## src/rtl/aib_tx_striper.sv

```systemverilog
// aib_tx_striper: stripes an upstream word stream round-robin across the
// eligible AIB channels. Each channel owns a small first-word-fall-through
// FIFO that drains independently on its own valid/ready handshake.
module aib_tx_striper #(
  parameter int NumChannels = 6,
  parameter int DataWidth   = 72,
  parameter int FifoDepth   = 4
) (
  input  logic                   i_clk,
  input  logic                   i_rst,
  input  logic                   i_valid,
  output logic                   o_ready,
  input  logic [DataWidth-1:0]   i_data,
  output logic                   o_tx_valid [NumChannels-1:0],
  input  logic                   i_tx_ready [NumChannels-1:0],
  output logic [DataWidth-1:0]   o_tx_data  [NumChannels-1:0],
  input  logic [2:0]             c_first_chn_id,
  input  logic [2:0]             c_last_chn_id,
  input  logic [NumChannels-1:0] c_chn_en,
  input  logic                   c_restart,
  output logic                   o_cfg_err,
  output logic                   o_busy,
  output logic [31:0]            o_word_cnt
);

  // FIFO address width; one extra pointer bit separates full from empty.
  localparam int AW = $clog2(FifoDepth);
  localparam int PW = AW + 1;

  // Channel FIFO storage (data only, never reset).
  logic [DataWidth-1:0]   r_mem  [NumChannels][FifoDepth];
  logic [PW-1:0]          r_wptr [NumChannels];
  logic [PW-1:0]          r_rptr [NumChannels];
  logic [2:0]             r_ptr;
  logic [31:0]            r_word_cnt;

  logic [NumChannels-1:0] w_elig;
  logic [NumChannels-1:0] w_sel;
  logic [NumChannels-1:0] w_empty;
  logic [NumChannels-1:0] w_full;
  logic [NumChannels-1:0] w_push;
  logic [NumChannels-1:0] w_pop;
  logic [NumChannels-1:0] w_tx_valid;
  logic                   w_any_elig;
  logic [2:0]             w_low_id;
  logic [2:0]             w_above_id;
  logic                   w_has_above;
  logic                   w_ptr_elig;
  logic                   w_ptr_full;
  logic                   w_ready;
  logic                   w_accept;
  logic [2:0]             w_next_ptr;

  // Channel eligibility from range and enable mask; loop bound covers id < NumChannels.
  always_comb begin
    w_elig = '0;
    for (int i = 0; i < NumChannels; i++) begin
      w_elig[i] = c_chn_en[i] && (3'(i) >= c_first_chn_id) && (3'(i) <= c_last_chn_id);
    end
  end

  // Lowest eligible id and the lowest eligible id strictly above the stripe pointer.
  always_comb begin
    w_any_elig  = 1'b0;
    w_low_id    = '0;
    w_has_above = 1'b0;
    w_above_id  = '0;
    for (int i = NumChannels - 1; i >= 0; i--) begin
      if (w_elig[i]) begin
        w_any_elig = 1'b1;
        w_low_id   = 3'(i);
        if (3'(i) > r_ptr) begin
          w_has_above = 1'b1;
          w_above_id  = 3'(i);
        end
      end
    end
  end

  // FIFO status from registered pointers only: MSB differs with equal address means full.
  always_comb begin
    w_empty = '0;
    w_full  = '0;
    for (int i = 0; i < NumChannels; i++) begin
      w_empty[i] = (r_wptr[i] == r_rptr[i]);
      w_full[i]  = (r_wptr[i][PW-1] != r_rptr[i][PW-1]) &&
                   (r_wptr[i][AW-1:0] == r_rptr[i][AW-1:0]);
    end
  end

  // Decode the stripe pointer and qualify the upstream handshake.
  always_comb begin
    w_sel = '0;
    for (int i = 0; i < NumChannels; i++) begin
      w_sel[i] = (r_ptr == 3'(i));
    end
    w_ptr_elig = |(w_elig & w_sel);
    w_ptr_full = |(w_full & w_sel);
    w_ready    = w_ptr_elig && !w_ptr_full && !c_restart && !i_rst;
    w_accept   = i_valid && w_ready;
    w_push     = w_accept ? w_sel : '0;
  end

  // Downstream side: valid is masked during reset so nothing pops while it is held.
  always_comb begin
    w_tx_valid = '0;
    w_pop      = '0;
    for (int i = 0; i < NumChannels; i++) begin
      w_tx_valid[i]    = !w_empty[i] && !i_rst;
      w_pop[i]         = w_tx_valid[i] && i_tx_ready[i];
      o_tx_valid[i]    = w_tx_valid[i];
      o_tx_data[i]     = r_mem[i][r_rptr[i][AW-1:0]];
    end
  end

  // Stripe pointer next state: restart or an ineligible pointer rewinds, an accept advances.
  always_comb begin
    w_next_ptr = r_ptr;
    if (c_restart || !w_ptr_elig) begin
      if (w_any_elig) begin
        w_next_ptr = w_low_id;
      end
    end else if (w_accept) begin
      w_next_ptr = w_has_above ? w_above_id : w_low_id;
    end
  end

  // Control state: stripe pointer, FIFO pointers and the accepted-word counter.
  always_ff @(posedge i_clk) begin
    if (i_rst) begin
      r_ptr      <= '0;
      r_word_cnt <= '0;
      for (int i = 0; i < NumChannels; i++) begin
        r_wptr[i] <= '0;
        r_rptr[i] <= '0;
      end
    end else begin
      r_ptr <= w_next_ptr;
      if (w_accept) begin
        r_word_cnt <= r_word_cnt + 32'd1;
      end
      for (int i = 0; i < NumChannels; i++) begin
        if (w_push[i]) begin
          r_wptr[i] <= r_wptr[i] + PW'(1);
        end
        if (w_pop[i]) begin
          r_rptr[i] <= r_rptr[i] + PW'(1);
        end
      end
    end
  end

  // FIFO data write; the write address is the current write pointer of the selected channel.
  always_ff @(posedge i_clk) begin
    for (int i = 0; i < NumChannels; i++) begin
      if (w_push[i]) begin
        r_mem[i][r_wptr[i][AW-1:0]] <= i_data;
      end
    end
  end

  assign o_ready    = w_ready;
  assign o_cfg_err  = !w_any_elig;
  assign o_busy     = !i_rst && !(&w_empty);
  assign o_word_cnt = r_word_cnt;

endmodule

```

## config.mk

```make
export PLATFORM = sky130hd
export DESIGN_NAME = aib_tx_striper
export DESIGN_NICKNAME = d
export VERILOG_FILES = /design/src/rtl/aib_tx_striper.sv
export SDC_FILE = /design/constraint.sdc
export NUM_CORES = 1
export LEC_CHECK = 0
export BUFFER_PORTS_ARGS = -buffer_cell sky130_fd_sc_hd__buf_4
export CORE_MARGIN = 4
export CORE_UTILIZATION = 35
export CTS_CLUSTER_DIAMETER = 100
export DETAILED_ROUTE_END_ITERATION = 8
export PLACE_DENSITY = 0.52
export SETUP_SLACK_MARGIN = 0.2
export SLEW_MARGIN = 0
export SYNTH_ARGS = -nofsm -noshare
export SYNTH_HDL_FRONTEND = slang
export SYNTH_SLANG_ARGS = --single-unit
```

## constraint.sdc

```tcl
create_clock -name i_clk -period 3.9 [get_ports i_clk]
set_input_delay 0.195 -clock i_clk [delete_from_list [all_inputs] [get_ports i_clk]]
set_output_delay 0.195 -clock i_clk [all_outputs]
set_load 0.05 [all_outputs]
```

==> results of run 1 <==
[cell usage in the layout, fill, tap and decap left out, types with 5 or more instances in the layout]
master                          Yosys  final
sky130_fd_sc_hd__edfxtp_1        1764   1764
sky130_fd_sc_hd__buf_4              2    596
sky130_fd_sc_hd__mux4_2           432    432
sky130_fd_sc_hd__clkbuf_16          0    191
sky130_fd_sc_hd__dlygate4sd3_1      0     90
sky130_fd_sc_hd__buf_12             0     52
sky130_fd_sc_hd__clkinv_1           0     42
sky130_fd_sc_hd__clkinv_2           0     37
sky130_fd_sc_hd__clkbuf_1          58     37
sky130_fd_sc_hd__dfxtp_1           35     35
sky130_fd_sc_hd__nor2_1            33     33
sky130_fd_sc_hd__ha_1              31     31
sky130_fd_sc_hd__nand2_1           28     27
sky130_fd_sc_hd__and3_1            40     24
sky130_fd_sc_hd__or2_2             23     23
sky130_fd_sc_hd__xnor2_1           23     23
sky130_fd_sc_hd__nand3_1           21     21
sky130_fd_sc_hd__o311ai_0          21     21
sky130_fd_sc_hd__o41ai_1           20     20
sky130_fd_sc_hd__nand4_1           19     19
sky130_fd_sc_hd__bufinv_16          0     18
sky130_fd_sc_hd__and3_4             0     16
sky130_fd_sc_hd__nor4_1            15     15
sky130_fd_sc_hd__inv_1             14     14
sky130_fd_sc_hd__nor2b_1           11     11
sky130_fd_sc_hd__and2_1            18     10
sky130_fd_sc_hd__a21oi_1            9      9
sky130_fd_sc_hd__xor2_1             8      8
sky130_fd_sc_hd__and2_4             0      8
sky130_fd_sc_hd__inv_6              0      6
sky130_fd_sc_hd__a31oi_1            5      5
sky130_fd_sc_hd__mux2_1             5      5
[area by class of cell]
class                   instances  area share [%]
well taps                    2511            3.83
multi-input cells             827            15.4
clock buffers                 228            5.99
inverters                      14          0.0640
clock inverters               120            1.41
flip-flops and latches       1799            65.4
repair buffers                741            7.86
[critical path, stage by stage (launching register included)]
cell                      delay, ps
sky130_fd_sc_hd__dfxtp_1        620
sky130_fd_sc_hd__or3b_4         470
sky130_fd_sc_hd__o221a_1        270
sky130_fd_sc_hd__a21o_2         230
sky130_fd_sc_hd__nor2_4         620
sky130_fd_sc_hd__and3_4         590
sky130_fd_sc_hd__buf_12         260
[state kept, by name (all words and copies together) (netlist names)]
name        flops
o_word_cnt     32
r_mem        1728
r_rptr         18
r_ptr           3
r_wptr         18
[power groups by stage]
stage	Sequential, W	Combinational [W]	Clock (W)
2_1_floorplan	0.0217	0.00293	0
4_1_cts	0.0213	0.00500	0.0181
3_3_place_gp	0.0217	0.00492	0
6_report	0.0213	0.00485	0.0177
5_1_grt	0.0213	0.00507	0.0190
3_5_place_dp	0.0217	0.00492	0
[path summary, 6_finish.rpt]
| check | slack (ps) | depth (start not counted) | to | startpoint |
|---|---|---|---|---|
| max | 420 | 6 | r_mem[2][226] | r_ptr[1] |
| min reg2reg | 540 | 2 | o_word_cnt[20] | o_word_cnt[20] |
| max reg2reg | 420 | 6 | r_mem[2][226] | r_ptr[1] |
| min | 150 | 6 | r_ptr[2] | c_chn_en[4] |
[kinds of logic (layout without fill, tap and decap cells)]
logic type      Yosys count  count (layout)  synth area share (%)
flops                  1799            1799                  80.3
compound gates           87              87                  1.04
fa+ha+maj                31              31                 0.580
mux                     441             441                  14.7
xor+xnor                 31              31                 0.406
buf+inv                 145            1103                 0.873
simple gates            237             237                  2.07
[routing by layer]
layer  vias to the layer above  wire, µm
li1                      13500         -
met1                     17500     76900
met2                       839    101000
met3                       200      8370
met4                         0      3600
met5                         -         0
[metrics by stage]
stage | worst slack (ps) | hold slack, ps
2_1_floorplan | 610 | 294
3_3_place_gp | 47.2 | 519
3_5_place_dp | 55.6 | 525
4_1_cts | 219 | 68.2
5_1_grt | 228 | 148
6_report | 416 | 147
[timing repair]
item                                    CTS  global route
gates resized for setup                   4             2
pin swaps                                 0             0
endpoints found under the hold margin  1793             0
hold buffers                             90             0
setup endpoints to repair               720             1
==> impl_results.md, run 1 <==
* Type of element capturing the critical path: flop
* Synthesis-to-layout area growth at 22.8%
* Most area-hungry cell type in the Yosys netlist: sky130_fd_sc_hd__edfxtp_1
* Minimum clock period at 3480 ps
* Mean routed wirelength per cell at 30.4 µm
* Storage cell area at 0.0537 mm²
* Die outline width at 445 µm
* MaxCap Viol Count at 0
* Antenna violations before repair at 1
* Synthesized instance count at 2,771
* Share of post-route cells with drive strength above 1 at 37.8%
* Maximum number of pins on one net before global-route repair at 75
* Number of distinct standard cells referenced by the synthesized netlist at 62
* Filler cell count at 16,300
* TritonCTS clock tree: yes
* Switching share of total power at 24.8%
* Setup Skew at 31.3 ps
* Total wirelength of the detailed-routed design at 190,000 µm
* Dpl cells at 5,802
* Post-synthesis instance area at 0.0668 mm²
* Crit share post-route at 89.3%
* GR Util met1 at 24.4%
* Relative slew slack at 14.6%
* Commonest cells in the synthesized netlist: 1,764 x sky130_fd_sc_hd__edfxtp_1, 432 x sky130_fd_sc_hd__mux4_2, 58 x sky130_fd_sc_hd__clkbuf_1
* Number of setup buffers added after CTS at 0
* Post-DP Area at 0.0751 mm²
* Detailed-router iteration count before antenna repair at 5
* Primary flip-flop cell chosen by synthesis mapping: sky130_fd_sc_hd__edfxtp_1
* Synth Register Bits at 1,799
* Setup repair after global routing missed its margin: no
* Final number of hold-violating endpoints at 0
* Dpl hpwl at 123,000 µm
* Global-route wire length before repair at 266,000 µm
* Via count of the first global-routing pass at 33,000
* Dominant cells by area after synthesis: sky130_fd_sc_hd__edfxtp_1 79%, sky130_fd_sc_hd__mux4_2 15%, sky130_fd_sc_hd__dfxtp_1 1.0%
* Sum of negative setup slack at 0 ps
* Number of antenna-violating nets in the routed design at 0
* Final core utilization at 43.2%
* Combinational Power Share at 11.1%
* Vias per cell at 5.13
* Row cnt at 160
* Iter 0 DRT Violations at 2,528
* Most repeated cell in the gate-level netlist after synthesis: sky130_fd_sc_hd__edfxtp_1
* Clock transition at the registers of the reported paths at 60 ps
* Final number of setup-violating endpoints at 0
* GRT overflow at 0
* Share of the yosys chip area belonging to registers at 80.3%
* Internal cell power at 0.0329 W
* Worst-path fanout max at 27
* CTS root buffer: sky130_fd_sc_hd__clkbuf_16
* Clk pwr share at 40.3%
* Share of power burned in registers at 48.6%
* Deepest clock path buffer count at 3
* Count of antenna diodes in the layout at 0
* Number of buffers created by CTS at 189
* Clock latency at the later pin of the worst-skew pair at 820 ps
* Core Area at 0.190 mm²
* Net Sw Power at 0.0109 W
* Overall power after layout at 0.0438 W
* Count of flip-flops with a built-in enable after synthesis at 1,764
* I/O pins at 567
* Synth async-reset ratio at 0%
* Final GP Congestion at 0.756
* Initial Utilization at 35.2%
* Leakage dissipation at 26.6 nW
* Global-route met3 utilization at 3.19%
* Type of the worst min-delay path: in2reg
* Worst voltage drop across the vdd grid at 0.410 mV
* Max Clock Freq at 287 MHz
* Mean instance size in the synthesized netlist at 24.1 µm²
* Post-route standard cell area excluding fillers at 0.0821 mm²
* Number of sinks driven by the clock tree at 1,799
* Die height at 445 µm
* Via total after detailed routing at 32,000
* Number of nets in the final layout at 3,697
* Proportion of netlist area held by the largest area contributor at 79.3%
* Number of pins with negative max-slew slack in the final report at 0
* Final instance count without filler cells at 6,240
* Die Outline Area at 0.198 mm²
* Yosys warnings at 0
* Peak-usage layer in the global routing report: met2
* Post-route DRC violation count at 0
* Critical path required time at 4380 ps
* GR met2 Demand/Resource at 33.9%
* Class of the most critical setup path: reg2reg
* Power density over the cells at 534 mW/mm²
* CP Data Arrival Time at 3970 ps
* Result of the run: complete, no violations
* Mapped Nets at 2,896
* Overall fraction of global-route tracks in use at 19.0%
* # port buffers at 566
* Type of element launching the critical path: flop
* Area of combinational cells with multiple inputs at 0.0127 mm²
* Number of H-tree levels at 4
* Worst-margin pin slew at 1260 ps
Note: power is estimated with default switching activity, not from simulation.
==> run 2: changes to the inputs <==
--- a/config.mk
+++ b/config.mk
@@ -6,11 +6,12 @@
 export NUM_CORES = 1
 export LEC_CHECK = 0
 export BUFFER_PORTS_ARGS = -buffer_cell sky130_fd_sc_hd__buf_4
+export CORE_ASPECT_RATIO = 1.75
 export CORE_MARGIN = 4
-export CORE_UTILIZATION = 35
+export CORE_UTILIZATION = 59
 export CTS_CLUSTER_DIAMETER = 100
 export DETAILED_ROUTE_END_ITERATION = 8
-export PLACE_DENSITY = 0.52
+export PLACE_DENSITY = 0.78
 export SETUP_SLACK_MARGIN = 0.2
 export SLEW_MARGIN = 0
 export SYNTH_ARGS = -nofsm -noshare
==> constraint.sdc (replaced) <==
create_clock -name i_clk -period 3.55 [get_ports i_clk]
set_input_delay 0.1775 -clock i_clk [delete_from_list [all_inputs] [get_ports i_clk]]
set_output_delay 0.1775 -clock i_clk [all_outputs]
set_load 0.05 [all_outputs]
==> run 2 against run 1 <==
Effect of this change:
- setup slack worse by 160 ps
- non-clock buffer count increased by 1
- clock skew fell by 2.7 ps
- critical endpoint is now o_tx_data[332]
- wire length is 0.35% higher
- largest power group unchanged
- highest routed layer is now met5
- power increased by 3.9%
==> impl_results.md, run 2 (same netlist as run 1, synthesis figures left out) <==
* Cell occurring most often along the worst timing path: sky130_fd_sc_hd__buf_4
* Class of the most critical setup path: reg2out
* Number of buffers created by CTS at 149 (-21%)
* Via count of the first global-routing pass at 35,200 (+6.6%)
* Clock latency at the later pin of the worst-skew pair at 780 ps (-40 ps)
* Synthesis-to-layout area growth at 19.1%
* Type of element capturing the critical path: output port
* Number of nets in the final layout at 3,658 (-1.1%)
* Die outline width at 262 µm (-41%)
* Power density over the cells at 572 mW/mm² (+7.2%)
* Worst-path fanout max at 48 (+78%)
* Via total after detailed routing at 34,900 (+8.9%)
* Number of sinks driven by the clock tree at 1,799 (unchanged)
* Crit share post-route at 92.7%
* Setup repair after global routing missed its margin: no
* Cell breakdown of the critical path: buf_4 > buf_4 > mux4_2 > buf_4
* Max Clock Freq at 304 MHz
* Final number of setup-violating endpoints at 0 (unchanged)
* Global-route wire length before repair at 271,000 µm (+1.8%)
* Number of pins with negative max-slew slack in the final report at 0 (unchanged)
* Mean routed wirelength per cell at 37.1 µm (+22%)
* Vias per cell at 6.78 (+32%)
* Minimum clock period at 3290 ps
* MaxCap Viol Count at 0 (unchanged)
* Row cnt at 163 (+1.9%)
* Share of post-route cells with drive strength above 1 at 37.4% (-0.38 points)
* Relative slew slack at 15.2% (+0.54 points)
* Overall fraction of global-route tracks in use at 32.0% (+13 points)
* Setup Skew at 28.5 ps (-2.73 ps)
* I/O pins at 567 (unchanged)
* Dpl cells at 4,783 (-18%)
* Leading cell types in the layout, fill and taps excluded: 1,764 x sky130_fd_sc_hd__edfxtp_1, 608 x sky130_fd_sc_hd__buf_4, 432 x sky130_fd_sc_hd__mux4_2, 154 x sky130_fd_sc_hd__clkbuf_16, 84 x sky130_fd_sc_hd__dlygate4sd3_1
* Maximum number of pins on one net before global-route repair at 75 (unchanged)
* Critical Path Slowest Stage Cell: sky130_fd_sc_hd__buf_4
* Iter 0 DRT Violations at 5,183 (+110%)
* Number of H-tree levels at 4 (unchanged)
* Post-route DRC violation count at 0 (unchanged)
* Die height at 453 µm (+1.9%)
* Number of flip-flops in the largest register at 1,728 (unchanged)
* Number of antenna-violating nets in the routed design at 0 (unchanged)
* Die Outline Area at 0.119 mm² (-40%)
* Slowest stage delay, CP at 710 ps (+90 ps)
* CP Data Arrival Time at 3110 ps (-860 ps)
* Type of element launching the critical path: flop
* Sum of negative setup slack at 0 ps (unchanged)
* TritonCTS clock tree: yes
* Initial Utilization at 59.4% (+24 points)
* Leakage dissipation at 26.0 nW (-2.2%)
* CTS root buffer: sky130_fd_sc_hd__clkbuf_16
* Final GP Congestion at 0.914 (+21%)
* Antenna violations before repair at 6 (+5)
* GRT overflow at 0 (unchanged)
* Result of the run: complete, no violations
* Deepest clock path buffer count at 3 (unchanged)
* Critical path required time at 3370 ps (-1010 ps)
* Type of the worst min-delay path: in2reg
* Worst-margin pin slew at 1270 ps (+9.68 ps)
* Most common library cell in the layout ignoring fill and taps: sky130_fd_sc_hd__edfxtp_1
* Core Area at 0.113 mm² (-41%)
* Clock transition at the registers of the reported paths at 60 ps (about the same)
* Detailed-router iteration count before antenna repair at 6 (+1)
* # port buffers at 566 (unchanged)
* Final instance count without filler cells at 5,139 (-18%)
* Dpl hpwl at 113,000 µm (-7.6%)
* Final number of hold-violating endpoints at 0 (unchanged)
* Worst voltage drop across the vdd grid at 0.685 mV (+67%)
* Total wirelength of the detailed-routed design at 191,000 µm (+0.35%)
run 2: metrics by stage:
stage          hold WS [ps]  setup slack (ps)  total power (W)  util (%)  instance area (µm²)
6_report               96.5               259           0.0455      70.7                79600
5_1_grt                57.6               204           0.0468      70.7                79500
4_1_cts                12.2               220           0.0456      70.7                79500
3_5_place_dp            495               377           0.0290      65.5                73800
3_3_place_gp            503               363           0.0289      65.5                73800
2_1_floorplan           276               260           0.0270         -                66800
run 2: final timing paths:
| check | from | end | slack, ps | cells past startpoint |
|---|---|---|---|---|
| max | r_rptr[4][1] | o_tx_data[332] | 260 | 4 |
| min reg2reg | o_word_cnt[1] | o_word_cnt[1] | 560 | 2 |
| max reg2reg | r_ptr[1] | r_mem[3][42] | 270 | 8 |
| min | c_first_chn_id[1] | r_ptr[0] | 100 | 5 |
run 2: what timing repair did:
item | 4_1_cts | 5_1_grt
gates cloned | 0 | 0
buffers inserted | 0 | 0
hold endpoints to repair | 1769 | 0
hold buffers | 84 | 0
endpoints found under the setup margin | 59 | 50
gates resized for setup | 5 | 3
run 2: area by class of cell:
cell class	count	area, µm²
inverter	14	52.6
timing repair buffer	742	6370
sequential	1799	53700
tap	1485	1860
multi-input combinational	827	12700
antenna	2	5.00
clock inverter	91	977
fill	6356	33000
clock buffer	179	3950
run 2: layer usage:
metal | track usage (%) | vias up | wire length, µm
li1 | - | 13400 | -
met1 | 42.2 | 18300 | 64900
met2 | 53.1 | 2780 | 96800
met3 | 7.26 | 413 | 19900
met4 | 12.9 | 10 | 9030
met5 | 0 | - | 62
run 2: power by group:
group	internal, W	switching (W)
sequential	0.0233	0.0000465
combinational	0.00163	0.00366
clock	0.00931	0.00757
total	0.0343	0.0113
run 2: critical path, delay by kind of cell (launching register included):
| family | cells | cell delay (ps) |
|---|---|---|
| buffers and inverters | 3 | 1360 |
| multiplexers | 1 | 470 |
| flip-flops | 1 | 370 |
